$ cat config.mk
export PLATFORM = sky130hd
export DESIGN_NAME = digit_entry_controller
export DESIGN_NICKNAME = d
export VERILOG_FILES = /design/src/rtl/digit_entry_pkg.sv /design/src/rtl/button_debouncer.sv /design/src/rtl/digit_entry_controller.sv
export SDC_FILE = /design/constraint.sdc
export NUM_CORES = 1
export LEC_CHECK = 0
export CAP_MARGIN = 40
export CORE_MARGIN = 4
export CORE_UTILIZATION = 60
export DETAILED_ROUTE_END_ITERATION = 6
export PLACE_DENSITY_LB_ADDON = 0.05
export SYNTH_ARGS = -nofsm -noshare
export SYNTH_HDL_FRONTEND = slang
export SYNTH_HIERARCHICAL = 1
export SYNTH_SLANG_ARGS = --single-unit
$ cat constraint.sdc
create_clock -name clk -period 4.91 [get_ports clk]
set_input_delay 1.473 -clock clk [delete_from_list [all_inputs] [get_ports clk]]
set_output_delay 1.473 -clock clk [all_outputs]
set_load 0.02 [all_outputs]
$ cat src/rtl/digit_entry_pkg.sv
// Shared types and constants for the six-digit BCD entry controller.
// Holds the FSM state encoding, digit geometry and button indices.
package digit_entry_pkg;

   localparam int NUM_DIGITS = 6;
   localparam int BCD_W      = 4;
   localparam int VALUE_W    = 20;
   localparam int IDX_W      = 3;

   localparam int NUM_BTNS   = 5;
   localparam int BTN_UP     = 0;
   localparam int BTN_DOWN   = 1;
   localparam int BTN_LEFT   = 2;
   localparam int BTN_RIGHT  = 3;
   localparam int BTN_CENTER = 4;

   localparam logic [IDX_W-1:0] LAST_IDX = IDX_W'(NUM_DIGITS - 1);

   typedef enum logic [1:0] {
      IDLE    = 2'd0,
      CONVERT = 2'd1,
      DONE    = 2'd2
   } state_t;

   // One BCD step up or down, wrapping within 0..9 with no carry out.
   function automatic logic [BCD_W-1:0] bcd_step(input logic [BCD_W-1:0] d,
                                                  input logic            inc);
      logic [BCD_W-1:0] r;
      if (inc) r = (d >= 4'd9) ? 4'd0 : d + 4'd1;
      else     r = (d == 4'd0) ? 4'd9 : d - 4'd1;
      return r;
   endfunction

endpackage

$ cat src/rtl/button_debouncer.sv
// Pushbutton front end: 2-flop sync, stable-count debounce, rising-edge event pulse.
// Event lags the raw press by 2 + DEBOUNCE_CYCLES cycles; no backpressure, events are fire-and-forget.
module button_debouncer #(
   parameter int DEBOUNCE_CYCLES = 1000000
`ifdef DIGIT_ENTRY_REPEAT_EN
  ,parameter int HOLD_CYCLES     = 50000000,
   parameter int REPEAT_CYCLES   = 10000000,
   parameter bit REPEAT_EN       = 1'b0
`endif
) (
   input  logic clk,
   input  logic rst_n,
   input  logic btn,
   output logic evt
);

   localparam int DB_W = (DEBOUNCE_CYCLES < 2) ? 1 : $clog2(DEBOUNCE_CYCLES + 1);
   localparam logic [DB_W-1:0] DB_LAST = DB_W'(DEBOUNCE_CYCLES - 1);

   logic            sync1;
   logic            sync2;
   logic            db;
   logic            db_q;
   logic [DB_W-1:0] cnt;
   logic            rise;

   always_ff @(posedge clk or negedge rst_n) begin
      if (!rst_n) begin
         sync1 <= 1'b0;
         sync2 <= 1'b0;
         db    <= 1'b0;
         db_q  <= 1'b0;
         cnt   <= '0;
      end else begin
         sync1 <= btn;
         sync2 <= sync1;
         db_q  <= db;
         // Any cycle where the input agrees with the debounced level restarts the count.
         if (sync2 == db) begin
            cnt <= '0;
         end else if (cnt == DB_LAST) begin
            db  <= sync2;
            cnt <= '0;
         end else begin
            cnt <= cnt + 1'b1;
         end
      end
   end

   assign rise = db & ~db_q;

`ifdef DIGIT_ENTRY_REPEAT_EN
   logic rep_evt;

   if (REPEAT_EN) begin : g_repeat
      localparam int MAX_C = (HOLD_CYCLES > REPEAT_CYCLES) ? HOLD_CYCLES : REPEAT_CYCLES;
      localparam int RPT_W = (MAX_C < 2) ? 1 : $clog2(MAX_C + 1);
      localparam logic [RPT_W-1:0] HOLD_LAST = RPT_W'(HOLD_CYCLES - 1);
      localparam logic [RPT_W-1:0] RPT_LAST  = RPT_W'(REPEAT_CYCLES - 1);

      logic [RPT_W-1:0] rcnt;
      logic             rep_on;

      // First repeat fires HOLD+REPEAT cycles after the press event, then every REPEAT.
      always_ff @(posedge clk or negedge rst_n) begin
         if (!rst_n) begin
            rcnt    <= '0;
            rep_on  <= 1'b0;
            rep_evt <= 1'b0;
         end else if (!db || rise) begin
            rcnt    <= '0;
            rep_on  <= 1'b0;
            rep_evt <= 1'b0;
         end else if (!rep_on && rcnt == HOLD_LAST) begin
            rcnt    <= '0;
            rep_on  <= 1'b1;
            rep_evt <= 1'b0;
         end else if (rep_on && rcnt == RPT_LAST) begin
            rcnt    <= '0;
            rep_evt <= 1'b1;
         end else begin
            rcnt    <= rcnt + 1'b1;
            rep_evt <= 1'b0;
         end
      end
   end else begin : g_no_repeat
      assign rep_evt = 1'b0;
   end

   assign evt = rise | rep_evt;
`else
   assign evt = rise;
`endif

endmodule

$ cat src/rtl/digit_entry_controller.sv
// Six-digit BCD editor driven by five debounced buttons; center commits via a 6-cycle BCD->binary shift-add.
// Edits land 1 cycle after an event, value_valid 7 cycles after center; events during busy are dropped.
// Optional up/down auto-repeat: define DIGIT_ENTRY_REPEAT_EN.
module digit_entry_controller
   import digit_entry_pkg::*;
#(
   parameter int DEBOUNCE_CYCLES = 1000000,
   parameter int HOLD_CYCLES     = 50000000,
   parameter int REPEAT_CYCLES   = 10000000
) (
   input  logic                        clk,
   input  logic                        rst_n,
   input  logic                        btn_up,
   input  logic                        btn_down,
   input  logic                        btn_left,
   input  logic                        btn_right,
   input  logic                        btn_center,
   output logic [NUM_DIGITS*BCD_W-1:0] edit_bcd,
   output logic [IDX_W-1:0]            cursor,
   output logic [VALUE_W-1:0]          value,
   output logic                        value_valid,
   output logic                        busy
);

   logic [NUM_BTNS-1:0] btn_raw;
   logic [NUM_BTNS-1:0] evt;

   assign btn_raw = {btn_center, btn_right, btn_left, btn_down, btn_up};

   for (genvar i = 0; i < NUM_BTNS; i++) begin : g_btn
`ifdef DIGIT_ENTRY_REPEAT_EN
      button_debouncer #(
         .DEBOUNCE_CYCLES (DEBOUNCE_CYCLES),
         .HOLD_CYCLES     (HOLD_CYCLES),
         .REPEAT_CYCLES   (REPEAT_CYCLES),
         .REPEAT_EN       ((i == BTN_UP) || (i == BTN_DOWN))
      ) u_db (
         .clk   (clk),
         .rst_n (rst_n),
         .btn   (btn_raw[i]),
         .evt   (evt[i])
      );
`else
      button_debouncer #(
         .DEBOUNCE_CYCLES (DEBOUNCE_CYCLES)
      ) u_db (
         .clk   (clk),
         .rst_n (rst_n),
         .btn   (btn_raw[i]),
         .evt   (evt[i])
      );
`endif
   end

   state_t                               state, state_next;
   logic [NUM_DIGITS-1:0][BCD_W-1:0]     digits, digits_next;
   logic [IDX_W-1:0]                     cursor_next;
   logic [IDX_W-1:0]                     idx, idx_next;
   logic [VALUE_W-1:0]                   acc, acc_next, acc_step;
   logic [VALUE_W-1:0]                   value_next;
   logic                                 value_valid_next;

   // acc*10 + digit as shift-add; 999999 fits in 20 bits so no overflow path exists.
   assign acc_step = (acc << 3) + (acc << 1) + VALUE_W'(digits[idx]);

   always_comb begin
      state_next       = state;
      digits_next      = digits;
      cursor_next      = cursor;
      idx_next         = idx;
      acc_next         = acc;
      value_next       = value;
      value_valid_next = 1'b0;

      case (state)
         IDLE: begin
            // Fixed priority: only the highest same-cycle event is acted on.
            if (evt[BTN_CENTER]) begin
               state_next = CONVERT;
               idx_next   = LAST_IDX;
               acc_next   = '0;
            end else if (evt[BTN_UP]) begin
               digits_next[cursor] = bcd_step(digits[cursor], 1'b1);
            end else if (evt[BTN_DOWN]) begin
               digits_next[cursor] = bcd_step(digits[cursor], 1'b0);
            end else if (evt[BTN_LEFT]) begin
               if (cursor != LAST_IDX) cursor_next = cursor + 1'b1;
            end else if (evt[BTN_RIGHT]) begin
               if (cursor != '0) cursor_next = cursor - 1'b1;
            end
         end
         CONVERT: begin
            acc_next = acc_step;
            if (idx == '0) begin
               state_next       = DONE;
               value_next       = acc_step;
               value_valid_next = 1'b1;
            end else begin
               idx_next = idx - 1'b1;
            end
         end
         DONE: begin
            state_next = IDLE;
         end
         default: begin
            state_next = IDLE;
         end
      endcase
   end

   always_ff @(posedge clk or negedge rst_n) begin
      if (!rst_n) begin
         state       <= IDLE;
         digits      <= '0;
         cursor      <= '0;
         idx         <= '0;
         acc         <= '0;
         value       <= '0;
         value_valid <= 1'b0;
      end else begin
         state       <= state_next;
         digits      <= digits_next;
         cursor      <= cursor_next;
         idx         <= idx_next;
         acc         <= acc_next;
         value       <= value_next;
         value_valid <= value_valid_next;
      end
   end

   assign edit_bcd = digits;
   assign busy     = (state != IDLE);

endmodule

# Word-level counts from Yosys, hierarchy flattened
# Index checks and enable logic that the tools add are counted.
[totals]
input_bits = 7
word_cells = 151
ff_bits = 192
out_inout_bits = 49
[classes]
mux = 43
eq_ne = 16
add_sub_neg = 12
n_reduce_logical = 21
n_lt_le_gt_ge = 4
bitwise_logic = 18
[op_table]
columns = ["op", "count"]
rows = [
  ["two-way mux 20 bit", 10],
  ["adder 20 x 1 -> 20 bit, second input constant", 5],
  ["== test 20 bit, second input constant", 5],
  ["bitwise mux 24 bit", 2],
  ["two-way mux 24 bit", 2],
  ["two-way mux 4 bit", 12],
  ["one-hot mux 19 bit (2 select lines)", 1],
  ["binary-select mux 4 bit (select 3 bit)", 2],
  ["adder 20 bit", 1],
  ["adder 20 x 4 -> 20 bit", 1],
  ["two-way mux 19 bit", 1],
  ["two-way mux 3 bit", 6],
  ["AND reduction 2 bit", 8],
  ["NOT 1 bit", 13],
  ["demux 4 bit (select 3 bit)", 1],
  ["nonzero test 2 bit", 5],
  ["< comparator 3 x 4 -> 1 bit, second input constant", 2],
  ["AND reduction 7 bit", 1],
  ["inequality test 2 bit, second input constant", 3],
  ["one-hot mux 3 bit (2 select lines)", 1],
  ["AND reduction 3 bit", 2],
  ["subtractor 3 x 1 -> 3 bit, second input constant", 2],
  ["bitwise AND 1 bit", 5],
  ["== test 1 bit", 5],
  ["16 further kinds", 18],
]

# Longest topological paths before layout
# Gate-level depths: netlist of the first run.
[depth]
ltp_word = 11
mapped_depth = 13
ltp_nobuf = 13

# Hierarchy
# The synthesis of the first run kept the hierarchy.
[by_module_without_submodules]
columns = ["module", "seq_area_each_um2", "cells_each", "area_per_inst_um2", "n_inst"]
rows = [
  ["button_debouncer", 600.6, 110, 1146.1, 5],
  ["digit_entry_controller", 1801.7, 449, 4580.6, 1],
]

# Worst setup path before layout of the first run
# Ideal clock, no wire load.
[synth_path]
path_kind = "reg-to-reg"
from = "register idx[0]"
to = "register value[14]"
n_path_buf = 1
stages_incl_launch_ff = 14
t_arrival_ps = 3800
setup_time_ps = 135
synth_period_minus_slack_ps = 3935
required_ps = 4775
setup_slack_ps = 975
path_cell_list = "dfrtp_1 > buf_1 > mux4_2 > nand2_1 > o21ai_0 > ha_1 > ha_1 > fa_1 > a211oi_1 > o211ai_1 > a31o_2 > a211oi_1 > xor2_1 > o21ai_0"
[synth_between]
elab_chain_cells = 3
elab_cells_between_ends = 5
classes_between = "add/sub: 1; mux: 2; reduce/logical: 2"
[synth_rtl]
columns = ["item", "line", "text"]
rows = [
  ["start, declared", "digit_entry_controller.sv:58", "logic [IDX_W-1:0] idx, idx_next;"],
  ["start signal, assigned", "digit_entry_controller.sv:124", "idx <= idx_next;"],
  ["binary-select mux 4 bit (select 3 bit)", "digit_entry_controller.sv:64", "assign acc_step = (acc << 3) + (acc << 1) + VALUE_W'(digits[idx]);"],
  ["two-way mux 4 bit (implied by the code)", "digit_entry_controller.sv:64", ""],
  ["adder 20 x 4 -> 20 bit", "digit_entry_controller.sv:64", ""],
  ["end signal, assigned", "digit_entry_controller.sv:126", "value <= value_next;"],
  ["end, declared", "digit_entry_controller.sv:20", "output logic [VALUE_W-1:0] value,"],
]
# Several ways; a longest one is shown, not always the timed one. The select of a mux whose other input is x is not followed.
# A chain may end at the register's enable or synchronous reset.

# Final worst setup path of the first run
[layout_path]
from = "register idx[0]"
to = "register acc[14]"
[layout_between]
elab_chain_cells = 4
[layout_rtl]
columns = ["item", "line", "text"]
rows = [
  ["binary-select mux 4 bit (select 3 bit)", "digit_entry_controller.sv:64", ""],
  ["two-way mux 4 bit (implied by the code)", "digit_entry_controller.sv:64", ""],
  ["adder 20 x 4 -> 20 bit", "digit_entry_controller.sv:64", ""],
  ["one-hot mux 19 bit (2 select lines)", "digit_entry_controller.sv:75", "case (state)"],
  ["end signal, assigned", "digit_entry_controller.sv:125", "acc <= acc_next;"],
  ["end, declared", "digit_entry_controller.sv:59", "logic [VALUE_W-1:0] acc, acc_next, acc_step;"],
]
# No other way between the ends. The select of a mux whose other input is x is not followed.

==> PnR_summary.wiki, run 1 <==
{| class="wikitable"
! Metric !! Value
|-
| Drt total wl || between 20000 and 25000 um
|-
| Number of top-level pins || between 50 and 60
|-
| Die width || 139 um
|-
| Startpoint type of the worst setup path || flop
|-
| TritonCTS clock tree || yes
|-
| Synth top area share || 46.6%
|-
| Per-cell routed wire length || 16.0 um
|-
| Iteration-0 DRC Markers || 394
|-
| RSZ-0062 raised after global routing || no
|-
| Final period util || 86.2%
|-
| Fraction of synthesized cell area in xor and xnor cells || 8.24%
|-
| Floorplan die area || 19300 um^2
|-
| Ratio of routed vias to standard cells || about 6
|-
| Classification of the worst setup path || flop to flop
|-
| Number of endpoints failing setup at the final stage || 0
|-
| Layout overhead on the synthesized area || 14.0%
|-
| Cell type with the highest aggregate area in the netlist || sky130_fd_sc_hd__dfrtp_1
|-
| Post-CTS Hold Fix Bufs || 0
|-
| Resize count post-CTS || 0
|-
| First-pass GRT wire length || ~35000 um
|-
| Layout fillers || about 1300
|-
| Worst skew pair latency || 0.43 ns
|-
| Relative slew slack || a little over two fifths
|-
| Shortest clock period the worst path allows after layout || 4.23 ns
|-
| Final TNS setup || 0 ns
|-
| Yosys Warn Count || 6
|-
| Router iterations before antenna repair || 5
|-
| Max rail drop VDD || 0.244 mV
|-
| Initial antenna violation count || 0
|-
| Mean instance size in the synthesized netlist || slightly above 10 um^2
|-
| Effective utilization at floorplan || 61.7%
|-
| Number of rows created at floorplan || 47
|-
| Worst flop-to-flop path startpoint || idx[0]
|-
| Setup skew after layout || 0.0113 ns
|-
| Adder-cell area share of the yosys netlist || 5.92%
|-
| GRT overflow || 0
|-
| Share of cells above drive strength 1 || 10.2%
|-
| Layout Nets || ~1100
|-
| Arrival time reported for the critical path endpoint || 4.52 ns
|-
| Placement Cell Area || about 11000 um^2
|-
| Top cells by count, synth || sky130_fd_sc_hd__dfrtp_1 (192), sky130_fd_sc_hd__nor2_1 (115), sky130_fd_sc_hd__nand2_1 (82)
|-
| Top cells by area in the synthesized netlist || sky130_fd_sc_hd__dfrtp_1 (47%), sky130_fd_sc_hd__xnor2_1 (5.6%), sky130_fd_sc_hd__ha_1 (5.3%)
|-
| Post-synthesis register bit count || 192
|-
| Count of H-tree levels built during CTS || 4
|-
| Synth Area in Compound Gates || 8.23%
|-
| Kind of path behind the tightest hold check || flop to flop
|-
| FFs w/ async S/R, synth || 100%
|-
| Worst r2r path cells || 12
|-
| Reported leakage power || 5.19 nW
|-
| Sequential fraction of the synthesis area || 46.6%
|-
| Post-detailed-placement half-perimeter wirelength || between 10000 and 15000 um
|-
| Number of buffers added by the clock tree synthesis step || 17
|-
| Post-Place Cells || 1258
|-
| CP endpoint kind || flop
|-
| Instance count along the most critical hold path || 0
|-
| Startpoint of the worst setup timing path || idx[0]
|-
| Routed Antenna Nets || 0
|-
| Multiplexer share of the synthesized area || 7.64%
|-
| Ant diodes || 0
|-
| Clock-pin slew on the worst setup and hold paths || around 0.070 ns
|-
| Commonest register cell after synthesis || sky130_fd_sc_hd__dfrtp_1
|-
| Number of clock sinks seen by CTS || 192
|-
| Result of the run || finished, final reports clean
|-
| Buffers inserted by post-CTS timing repair || 0
|-
| Hold violation total from the final report || 0
|-
| Hold path startpoint || g_btn[1].u_db/sync1
|-
| Placer's final routability congestion estimate || about 0.9
|-
| Count of flip-flops with a built-in enable after synthesis || 0
|-
| Area of the core || 16700 um^2
|-
| Combined global-route utilization of all metal layers || 21.6%
|-
| Die Y || 139 um
|-
| Pin slew with the least headroom to its limit || 0.869 ns
|-
| Vias in the first global route || approximately 7200
|-
| Simple-gate share of the synthesized area || 21.1%
|-
| Required time at the worst-slack endpoint || between 5 and 6 ns
|-
| Post-Layout Cell Count || ~1300
|-
| Post-synth design cell area || 10300 um^2
|-
| Max Cap Viol || 0
|-
| Root buffer selected by CTS || sky130_fd_sc_hd__clkbuf_16
|-
| Number of DRC violations after detailed routing || 0
|-
| PD cells || 272 nW/um^2
|-
| Max frequency || 236 MHz
|-
| DR vias || 7576
|-
| Synthesized instance count || 999
|-
| Final Max Slew Viols || 0
|-
| Count of different cell masters after synthesis || 63
|-
| Power consumption || roughly 3.2 mW
|-
| Longest Clk Path Bufs || 2
|-
| Input/output buffers || 55
|-
| Post-route design area || 11800 um^2
|-
| Largest family of logic cells by synthesized area || simple AND/OR/NAND/NOR gates
|-
| Synthesized netlist net count || approximately 1100
|-
| Top fanout value on the critical path || 11
|-
| Largest net degree at the start of global routing || around 100
|-
| Most common cell in the synthesized netlist || sky130_fd_sc_hd__dfrtp_1
|}
per-stage QoR:
| step | hold slack (ns) | util, % | worst slack [ns] |
|---|---|---|---|
| CTS | 0.352 | 70.4 | 0.661 |
| detailed placement | 0.335 | 66.5 | 0.669 |
| global placement | 0.332 | 66.4 | 0.780 |
| floorplan | 0.331 | - | 0.975 |
| global route | 0.361 | 70.4 | 0.399 |
| finish | 0.348 | 70.4 | 0.677 |
cell usage in the layout (no fill, tap or decap), types with 23 or more instances in the layout:
master and count:
sky130_fd_sc_hd__a21oi_1 28, sky130_fd_sc_hd__mux2_2 39, sky130_fd_sc_hd__clkdlybuf4s50_1 54, sky130_fd_sc_hd__nor3_1 30
sky130_fd_sc_hd__inv_1 36, sky130_fd_sc_hd__ha_1 44, sky130_fd_sc_hd__nor4_1 23, sky130_fd_sc_hd__xnor2_1 66
sky130_fd_sc_hd__nand3_1 39, sky130_fd_sc_hd__xor2_1 31, sky130_fd_sc_hd__dfrtp_1 192, sky130_fd_sc_hd__nor2_1 115
sky130_fd_sc_hd__nand2_1 82, sky130_fd_sc_hd__o21ai_0 34
final cells by class:
class	instances	area, um^2	area share [%]
clock buffer	19	443	3.77
timing repair buffer	61	619	5.27
clock inverter	12	206	1.76
sequential	192	4800	40.9
inverter	37	139	1.18
multi-input combinational	748	5270	44.8
tap	220	275	2.34
layer usage:
metal  wire (um)  GRT usage [%]  vias to the layer above  share of wire [%]
li1            -              -                     3701                  -
met2        9810           34.9                      134                 48
met5           0              0                        -                  0
met1        9850           30.2                     3717                 48
met3         645           4.21                       24                3.1
met4         289           6.08                        0                1.4
path summary, 6_finish.rpt:
kind,to,slack [ns]
max,acc[14],0.68
min,g_btn[1].u_db/sync2,0.35
max reg2reg,acc[14],0.68
min reg2reg,g_btn[1].u_db/sync2,0.35
max in group asynchronous,g_btn[2].u_db/cnt[17],2.94
min in group asynchronous,acc[9],1.11
power by group:
part	switching (mW)	total (mW)	internal, mW
clock network	0.596	1.52	0.920
registers	0.0140	1.61	1.60
logic	0.0515	0.0704	0.0188
total	0.661	3.20	2.53
logic make-up (layout without fill, tap and decap cells):
| family | Yosys count | after routing |
|---|---|---|
| and+or+nand+nor | 407 | 407 |
| DFF | 192 | 192 |
| AOI/OAI and AO/OA | 129 | 129 |
| xor gates and xnor gates | 97 | 97 |
| muxes | 68 | 68 |
| buffers and inverters | 59 | 129 |
| adders and majority gates | 47 | 47 |
worst max-delay path: stages (launching register included):
cell,delay (ns)
sky130_fd_sc_hd__dfrtp_1,0.67
sky130_fd_sc_hd__mux4_2,0.58
sky130_fd_sc_hd__nand2_1,0.09
sky130_fd_sc_hd__o21ai_0,0.12
sky130_fd_sc_hd__ha_1,0.30
sky130_fd_sc_hd__ha_1,0.24
sky130_fd_sc_hd__fa_1,0.43
sky130_fd_sc_hd__a211oi_1,0.39
sky130_fd_sc_hd__o211ai_1,0.16
sky130_fd_sc_hd__a31o_2,0.28
sky130_fd_sc_hd__a211oi_1,0.53
sky130_fd_sc_hd__xor2_1,0.21
sky130_fd_sc_hd__o21ai_0,0.09
state kept, by name, summed over array words and instances (netlist names):
| signal | cells |
|---|---|
| acc | 19 |
| g_btn.u_db/db | 5 |
| cursor | 3 |
| value_valid | 1 |
| state | 2 |
| g_btn.u_db/cnt | 100 |
| g_btn.u_db/sync2 | 5 |
| edit_bcd | 24 |
| value | 20 |
| g_btn.u_db/sync1 | 5 |
| g_btn.u_db/db_q | 5 |
| idx | 3 |
Power figures use the tool's default switching activity.
==> run 2: changes to the inputs <==
--- a/config.mk
+++ b/config.mk
@@ -5,6 +5,7 @@
 export SDC_FILE = /design/constraint.sdc
 export NUM_CORES = 1
 export LEC_CHECK = 0
+export ABC_AREA = 1
 export CAP_MARGIN = 40
 export CORE_MARGIN = 4
 export CORE_UTILIZATION = 60
==> run 2 against run 1 <==
  * Die area is 7.9% higher
  * Via count is 23% higher
  * Clock-buffer cell count is 1 higher
  * Core utilization is 1.2 points lower
  * Clock power is 13% lower
  * Maximum frequency is 7.6% higher
  * Area after synthesis is 8.4% higher
  * Sequential share of layout area is 2.6 points lower
  * Critical endpoint is now value[12]
  * Largest cell class unchanged
  * Highest routed layer unchanged
==> PnR_summary.wiki, run 2 <==
{| class="wikitable"
! Metric !! Value
|-
| Critical register-to-register path endpoint || value[12]
|-
| Mean instance size in the synthesized netlist || 7.76 um^2 (-25%)
|-
| Router iterations before antenna repair || 5 (unchanged)
|-
| Most common cell in the synthesized netlist || sky130_fd_sc_hd__nand2_1
|-
| Relative slew slack || 42.6% (+0.55 points)
|-
| Combined global-route utilization of all metal layers || 25.2% (+3.6 points)
|-
| Drt total wl || 24700 um (+20%)
|-
| Synthesized netlist net count || 1494 (+42%)
|-
| Post-detailed-placement half-perimeter wirelength || 18500 um (+31%)
|-
| Worst r2r path cells || 15 (+3)
|-
| Top cells by area in the synthesized netlist || sky130_fd_sc_hd__dfrtp_1 (43%), sky130_fd_sc_hd__nand2_1 (11%), sky130_fd_sc_hd__nor2_1 (8.1%)
|-
| Required time at the worst-slack endpoint || 5.22 ns (+0.02 ns)
|-
| Startpoint type of the worst setup path || flop
|-
| Min-Delay Endpoint || g_btn[1].u_db/sync2
|-
| CP endpoint kind || flop
|-
| RSZ-0062 raised after global routing || no
|-
| Ratio of routed vias to standard cells || 5.33 (-9.3%)
|-
| Number of rows created at floorplan || 49 (+4.3%)
|-
| Number of DRC violations after detailed routing || 0 (unchanged)
|-
| Count of H-tree levels built during CTS || 4 (unchanged)
|-
| Kind of path behind the tightest hold check || flop to flop
|-
| PD cells || 239 nW/um^2 (-12%)
|-
| Root buffer selected by CTS || sky130_fd_sc_hd__clkbuf_16
|-
| Layout fillers || 1504 (+19%)
|-
| Largest net degree at the start of global routing || 98 (-5.8%)
|-
| Per-cell routed wire length || 14.1 um (-12%)
|-
| Layout Nets || 1560 (+40%)
|-
| Ant diodes || 0 (unchanged)
|-
| Final Max Slew Viols || 0 (unchanged)
|-
| Cell type with the highest aggregate area in the netlist || sky130_fd_sc_hd__dfrtp_1
|-
| Share of cells above drive strength 1 || 10.9% (+0.67 points)
|-
| GRT overflow || 0 (unchanged)
|-
| Shortest clock period the worst path allows after layout || 3.94 ns (-0.298 ns)
|-
| Post-Layout Cell Count || 1747 (+36%)
|-
| Max rail drop VDD || 0.263 mV (+7.6%)
|-
| Count of different cell masters after synthesis || 44 (-30%)
|-
| Number of endpoints failing setup at the final stage || 0 (unchanged)
|-
| Die width || 144 um (+3.9%)
|-
| Vias in the first global route || 9187 (+27%)
|-
| Final period util || 80.1% (-6.1 points)
|-
| Buffers inserted by post-CTS timing repair || 0 (unchanged)
|-
| Synthesized instance count || 1440 (+44%)
|-
| Post-synthesis register bit count || 192 (unchanged)
|-
| Placer's final routability congestion estimate || 0.938 (+5.0%)
|-
| FFs w/ async S/R, synth || 100% (unchanged)
|-
| Startpoint of the worst setup timing path || idx[0]
|-
| Longest Clk Path Bufs || 2 (unchanged)
|-
| Count of flip-flops with a built-in enable after synthesis || 0 (unchanged)
|-
| Worst skew pair latency || 0.43 ns (about the same)
|-
| Slack of the worst reg-to-reg path || 0.97 ns (+0.30 ns)
|-
| Post-synth design cell area || 11200 um^2 (+8.4%)
|-
| Commonest register cell after synthesis || sky130_fd_sc_hd__dfrtp_1
|-
| Initial antenna violation count || 0 (unchanged)
|-
| Worst flop-to-flop path startpoint || idx[0]
|-
| Instance count along the most critical hold path || 0 (unchanged)
|-
| Floorplan die area || 20900 um^2 (+7.9%)
|-
| Post-CTS Hold Fix Bufs || 0 (unchanged)
|-
| Max frequency || 254 MHz (+7.6%)
|-
| Hold path startpoint || g_btn[1].u_db/sync1
|-
| Result of the run || finished, final reports clean
|-
| Placement Cell Area || 12000 um^2 (+8.0%)
|-
| Power consumption || 3.00 mW (-6.1%)
|-
| Pin slew with the least headroom to its limit || 0.860 ns (-0.00914 ns)
|-
| Max reg flops || 100 (unchanged)
|-
| Max Cap Viol || 0 (unchanged)
|-
| Top fanout value on the critical path || 18 (+7)
|-
| Input/output buffers || 55 (unchanged)
|-
| Effective utilization at floorplan || 61.6% (-0.14 points)
|-
| Reported leakage power || 5.90 nW (+14%)
|-
| Arrival time reported for the critical path endpoint || 4.25 ns (-0.27 ns)
|-
| Post-Place Cells || 1716 (+36%)
|-
| Area of the core || 18100 um^2 (+8.7%)
|-
| Area of the multi-input gates || 5740 um^2 (+8.8%)
|-
| Post-route design area || 12600 um^2 (+6.8%)
|-
| Resize count post-CTS || 0 (unchanged)
|-
| Hold violation total from the final report || 0 (unchanged)
|-
| Number of clock sinks seen by CTS || 192 (unchanged)
|-
| Iteration-0 DRC Markers || 567 (+44%)
|-
| Register bank with the most flops || g_btn.u_db/cnt
|-
| Clock-pin slew on the worst setup and hold paths || 0.07 ns (about the same)
|-
| Number of top-level pins || 56 (unchanged)
|-
| Yosys Warn Count || 6 (unchanged)
|-
| Final TNS setup || 0 ns (unchanged)
|-
| DR vias || 9308 (+23%)
|-
| TritonCTS clock tree || yes
|-
| Most common cell after layout, fill and taps aside || sky130_fd_sc_hd__nand2_1
|-
| Classification of the worst setup path || flop to flop
|-
| FF+latch area || 4800 um^2 (unchanged)
|-
| Layout overhead on the synthesized area || 12.3%
|-
| Synth top area share || 43.0% (-3.6 points)
|-
| Routed Antenna Nets || 0 (unchanged)
|-
| Setup skew after layout || 0.00877 ns (-0.00256 ns)
|-
| Top cells by count, synth || sky130_fd_sc_hd__nand2_1 (329), sky130_fd_sc_hd__nor2_1 (242), sky130_fd_sc_hd__dfrtp_1 (192)
|-
| Sequential fraction of the synthesis area || 43.0% (-3.6 points)
|-
| Number of buffers added by the clock tree synthesis step || 17 (unchanged)
|-
| Commonest non-fill, non-tap cells in the layout || sky130_fd_sc_hd__nand2_1 (329), sky130_fd_sc_hd__nor2_1 (242), sky130_fd_sc_hd__dfrtp_1 (192), sky130_fd_sc_hd__inv_1 (138), sky130_fd_sc_hd__nand3_1 (90)
|-
| First-pass GRT wire length || 42900 um (+23%)
|-
| Die Y || 144 um (+3.9%)
|}
==> run 2: cell families (layout without fill, tap and decap cells) <==
logic type,Yosys count,count (layout),share of synthesized area (%)
and+or+nand+nor,834,834,33.7
DFF,192,192,43.0
buffers and inverters,166,244,5.71
AOI/OAI and AO/OA,136,136,6.67
xor gates and xnor gates,65,65,5.43
adders and majority gates,47,47,5.46
==> run 2: metrics by stage <==
step	hold slack [ns]	setup slack, ns	util (%)
detailed placement	0.337	1.03	66.1
global route	0.354	0.648	69.2
floorplan	0.331	1.77	-
finish	0.349	0.975	69.2
global placement	0.333	1.17	66.1
CTS	0.352	1.01	69.2
==> run 2: power by group <==
group          total (mW)  internal [mW]  switching, mW
Combinational      0.0760         0.0185         0.0575
Sequential           1.61           1.59         0.0102
Clock                1.32          0.716          0.604
Total                3.00           2.33          0.672
==> run 2: layout make-up <==
class,count,area share [%]
multi-input combinational,1082,45.7
sequential,192,38.3
timing repair buffer,58,4.69
inverter,155,4.63
clock buffer,20,3.56
tap,229,2.28
clock inverter,11,0.867
==> run 2: metal layers <==
metal | routed length [um] | vias to the layer above | share of wire, % | GRT usage, %
met5 | 0 | - | 0 | 0
met4 | 353 | 0 | 1.4 | 6.48
met3 | 1140 | 28 | 4.6 | 4.20
met2 | 11900 | 219 | 48 | 42.3
met1 | 11300 | 4335 | 46 | 34.3
li1 | - | 4726 | - | -
==> run 2: worst max path at each step <==
stage	endpoint	depth (start not counted)
detailed placement	value[12]	15
floorplan	acc[12]	15
global route	acc[12]	15
finish	value[12]	15
global placement	acc[12]	15
CTS	value[12]	15
==> run 2: worst max-delay path: stages (launching register included) <==
cell                       delay (ns)
sky130_fd_sc_hd__dfrtp_1         0.53
sky130_fd_sc_hd__clkinv_1        0.44
sky130_fd_sc_hd__a21oi_1         0.25
sky130_fd_sc_hd__o21ai_0         0.10
sky130_fd_sc_hd__a21oi_1         0.15
sky130_fd_sc_hd__a31oi_1         0.07
sky130_fd_sc_hd__fa_1            0.50
sky130_fd_sc_hd__inv_1           0.07
sky130_fd_sc_hd__fa_1            0.46
sky130_fd_sc_hd__nand3_1         0.10
sky130_fd_sc_hd__nand2_1         0.10
sky130_fd_sc_hd__a21boi_0        0.41
sky130_fd_sc_hd__o21ai_0         0.19
sky130_fd_sc_hd__or2_2           0.31
sky130_fd_sc_hd__nand3_1         0.08
sky130_fd_sc_hd__nand2_1         0.06
==> run 3: changes to the inputs <==
--- a/config.mk
+++ b/config.mk
@@ -8,7 +8,7 @@
 export ABC_AREA = 1
 export CAP_MARGIN = 40
 export CORE_MARGIN = 4
-export CORE_UTILIZATION = 60
+export CORE_UTILIZATION = 55
 export DETAILED_ROUTE_END_ITERATION = 6
 export PLACE_DENSITY_LB_ADDON = 0.05
 export SYNTH_ARGS = -nofsm -noshare
==> constraint.sdc (replaced) <==
create_clock -name clk -period 3.4 [get_ports clk]
set_input_delay 1.02 -clock clk [delete_from_list [all_inputs] [get_ports clk]]
set_output_delay 1.02 -clock clk [all_outputs]
set_load 0.02 [all_outputs]
==> run 3 against run 2 <==
  * Maximum frequency rose by 25%
  * Sequential power rose by 44%
  * Non-clock buffer count rose by 8
  * Flip-flop and latch count did not move
  * Highest routed layer unchanged
  * Worst setup slack got worse by 0.71 ns
  * Worst hold slack improved by 0.0093 ns
  * Global-route usage fell by 1.7 points
  * Total power rose by 52%
  * Core utilization fell by 4.4 points
  * Die area rose by 8.6%
  * Clock power rose by 61%
  * Combinational power rose by 51%
==> PnR_summary.wiki, run 3 (synthesis gave the netlist of run 2 again) <==
{| class="wikitable"
! Metric !! Value
|-
| Pin slew with the least headroom to its limit || 0.618 ns (-0.242 ns)
|-
| Die Y || 151 um (+4.2%)
|-
| Classification of the worst setup path || flop to flop
|-
| Register bank with the most flops || g_btn.u_db/cnt
|-
| Required time at the worst-slack endpoint || 3.72 ns (-1.50 ns)
|-
| Longest Clk Path Bufs || 2 (unchanged)
|-
| Routed Antenna Nets || 0 (unchanged)
|-
| Max frequency || 319 MHz (+25%)
|-
| Setup skew after layout || 0.0120 ns (+0.00326 ns)
|-
| Max reg flops || 100 (unchanged)
|-
| Commonest non-fill, non-tap cells in the layout || sky130_fd_sc_hd__nand2_1 (329), sky130_fd_sc_hd__nor2_1 (242), sky130_fd_sc_hd__dfrtp_1 (191), sky130_fd_sc_hd__inv_1 (138), sky130_fd_sc_hd__nand3_1 (89)
|-
| Die width || 151 um (+4.2%)
|-
| Relative slew slack || 58.8% (+16 points)
|-
| Shortest clock period the worst path allows after layout || 3.14 ns (-0.799 ns)
|-
| PD cells || 357 nW/um^2 (+49%)
|-
| Root buffer selected by CTS || sky130_fd_sc_hd__clkbuf_16
|-
| Post-Layout Cell Count || 1792 (+2.6%)
|-
| GRT overflow || 0 (unchanged)
|-
| Arrival time reported for the critical path endpoint || 3.45 ns (-0.80 ns)
|-
| Core utilization of the finished layout || 64.7% (-4.4 points)
|-
| Area of the multi-input gates || 5740 um^2 (+0.15%)
|-
| Share of cells above drive strength 1 || 11.8% (+0.92 points)
|-
| Floorplan die area || 22700 um^2 (+8.6%)
|-
| Number of DRC violations after detailed routing || 0 (unchanged)
|-
| FF+latch area || 4810 um^2 (about the same)
|-
| TritonCTS clock tree || yes
|-
| Startpoint type of the worst setup path || flop
|-
| Hold violation total from the final report || 0 (unchanged)
|-
| Post-detailed-placement half-perimeter wirelength || 18900 um (+2.3%)
|-
| Max Cap Viol || 0 (unchanged)
|-
| Final period util || 92.2% (+12 points)
|-
| Number of clock sinks seen by CTS || 192 (unchanged)
|-
| Layout fillers || 1735 (+15%)
|-
| Cell Chain, Critical Path || clkinvlp_4 > buf_4 > o21ai_0 > a21oi_1 > a31oi_1 > fa_1 > inv_1 > fa_1 > nand3_1 > nand2_1 > a21boi_1 > o21ai_0 > or2_2 > nand3_1 > nand2_1
|-
| First-pass GRT wire length || 43300 um (+0.92%)
|-
| Post-Place Cells || 1759 (+2.5%)
|-
| DR vias || 9305 (-0.032%)
|-
| Max rail drop VDD || 0.383 mV (+46%)
|-
| Vias in the first global route || 8877 (-3.4%)
|-
| Layout overhead on the synthesized area || 14.2%
|-
| Number of top-level pins || 56 (unchanged)
|-
| Final Max Slew Viols || 0 (unchanged)
|-
| Reported leakage power || 5.98 nW (+1.4%)
|-
| Drt total wl || 25300 um (+2.3%)
|-
| Most common cell after layout, fill and taps aside || sky130_fd_sc_hd__nand2_1
|-
| Final TNS setup || 0 ns (unchanged)
|-
| Kind of path behind the tightest hold check || flop to flop
|-
| Power consumption || 4.55 mW (+52%)
|-
| Placer's final routability congestion estimate || 0.896 (-4.5%)
|-
| Ant diodes || 0 (unchanged)
|-
| Post-CTS Hold Fix Bufs || 0 (unchanged)
|-
| Layout Nets || 1569 (+0.58%)
|-
| Router iterations before antenna repair || 5 (unchanged)
|-
| Effective utilization at floorplan || 56.7% (-4.9 points)
|-
| Tightest hold margin || 0.358 ns (+0.00927 ns)
|-
| Initial antenna violation count || 0 (unchanged)
|-
| Number of endpoints failing setup at the final stage || 0 (unchanged)
|-
| Input/output buffers || 55 (unchanged)
|-
| Worst-path cell with the longest stage delay || sky130_fd_sc_hd__fa_1
|-
| Area of the core || 19700 um^2 (+8.7%)
|-
| Top fanout value on the critical path || 5 (-13)
|-
| Number of buffers added by the clock tree synthesis step || 17 (unchanged)
|-
| Number of rows created at floorplan || 51 (+4.1%)
|-
| RSZ-0062 raised after global routing || no
|-
| Per-cell routed wire length || 14.1 um (-0.26%)
|-
| Largest net degree at the start of global routing || 66 (-33%)
|-
| Ratio of routed vias to standard cells || 5.19 (-2.5%)
|-
| Iteration-0 DRC Markers || 645 (+14%)
|-
| Result of the run || finished, final reports clean
|-
| Clock-pin slew on the worst setup and hold paths || 0.07 ns (about the same)
|-
| CP endpoint kind || flop
|-
| Combined global-route utilization of all metal layers || 23.5% (-1.7 points)
|-
| Slowest cell delay on critical path || 0.50 ns (-0.03 ns)
|-
| Worst skew pair latency || 0.43 ns (about the same)
|-
| Count of H-tree levels built during CTS || 4 (unchanged)
|}
run 3: final timing paths:
kind	from	cells after the start	to	slack (ns)
worst max-delay path	idx[0]	15	acc[12]	0.26
worst min-delay path	g_btn[2].u_db/sync1	0	g_btn[2].u_db/sync2	0.36
worst max register to register	idx[0]	15	acc[12]	0.26
worst min register to register	g_btn[2].u_db/sync1	0	g_btn[2].u_db/sync2	0.36
max in group asynchronous	rst_n	2	idx[0]	2.13
min in group asynchronous	rst_n	1	g_btn[1].u_db/cnt[16]	0.57
run 3: power by group:
part	total, mW	internal (mW)	switching [mW]	leakage [nW]
combinational	0.115	0.0297	0.0850	3.03
clock	2.12	1.24	0.878	0.299
sequential	2.32	2.30	0.0145	2.65
run 3: routing by layer:
layer,global-route usage (%),wire length (um),up-vias
li1,-,-,4755
met1,34.9,12600,4364
met2,36.3,11400,164
met3,3.79,863,22
met4,5.67,336,0
met5,0,0,-
run 3: worst max-delay path, delay by kind of cell (launching register included):
family	cells	cell delay, ns
buffers and inverters	3	0.33
adder cells (fa/ha/maj)	2	0.97
flip-flops	1	0.45
AO/OA/AOI/OAI	5	0.64
AND/OR/NAND/NOR	5	0.65
run 3: repair_timing:
action                     4_1_cts  5_1_grt
resized for setup                0        8
buffers inserted                 0        1
setup endpoints to repair        0       18
run 3: final cells by class:
cell class	instances	area share, %
Clock buffer	21	3.76
Inverter	155	4.59
Clock inverter	10	1.16
Multi-Input combinational cell	1082	45.0
Sequential cell	192	37.6
Timing Repair inverter	1	0.0588
Tap cell	265	2.60
Timing Repair Buffer	66	5.19
run 3: metrics by stage:
step | area (um^2) | setup WS [ns]
6_report | 12800 | 0.264
5_1_grt | 12800 | 0.00320
4_1_cts | 12700 | 0.0531
3_5_place_dp | 12100 | 0.0931
3_3_place_gp | 12100 | 0.203
2_1_floorplan | 11200 | 0.257
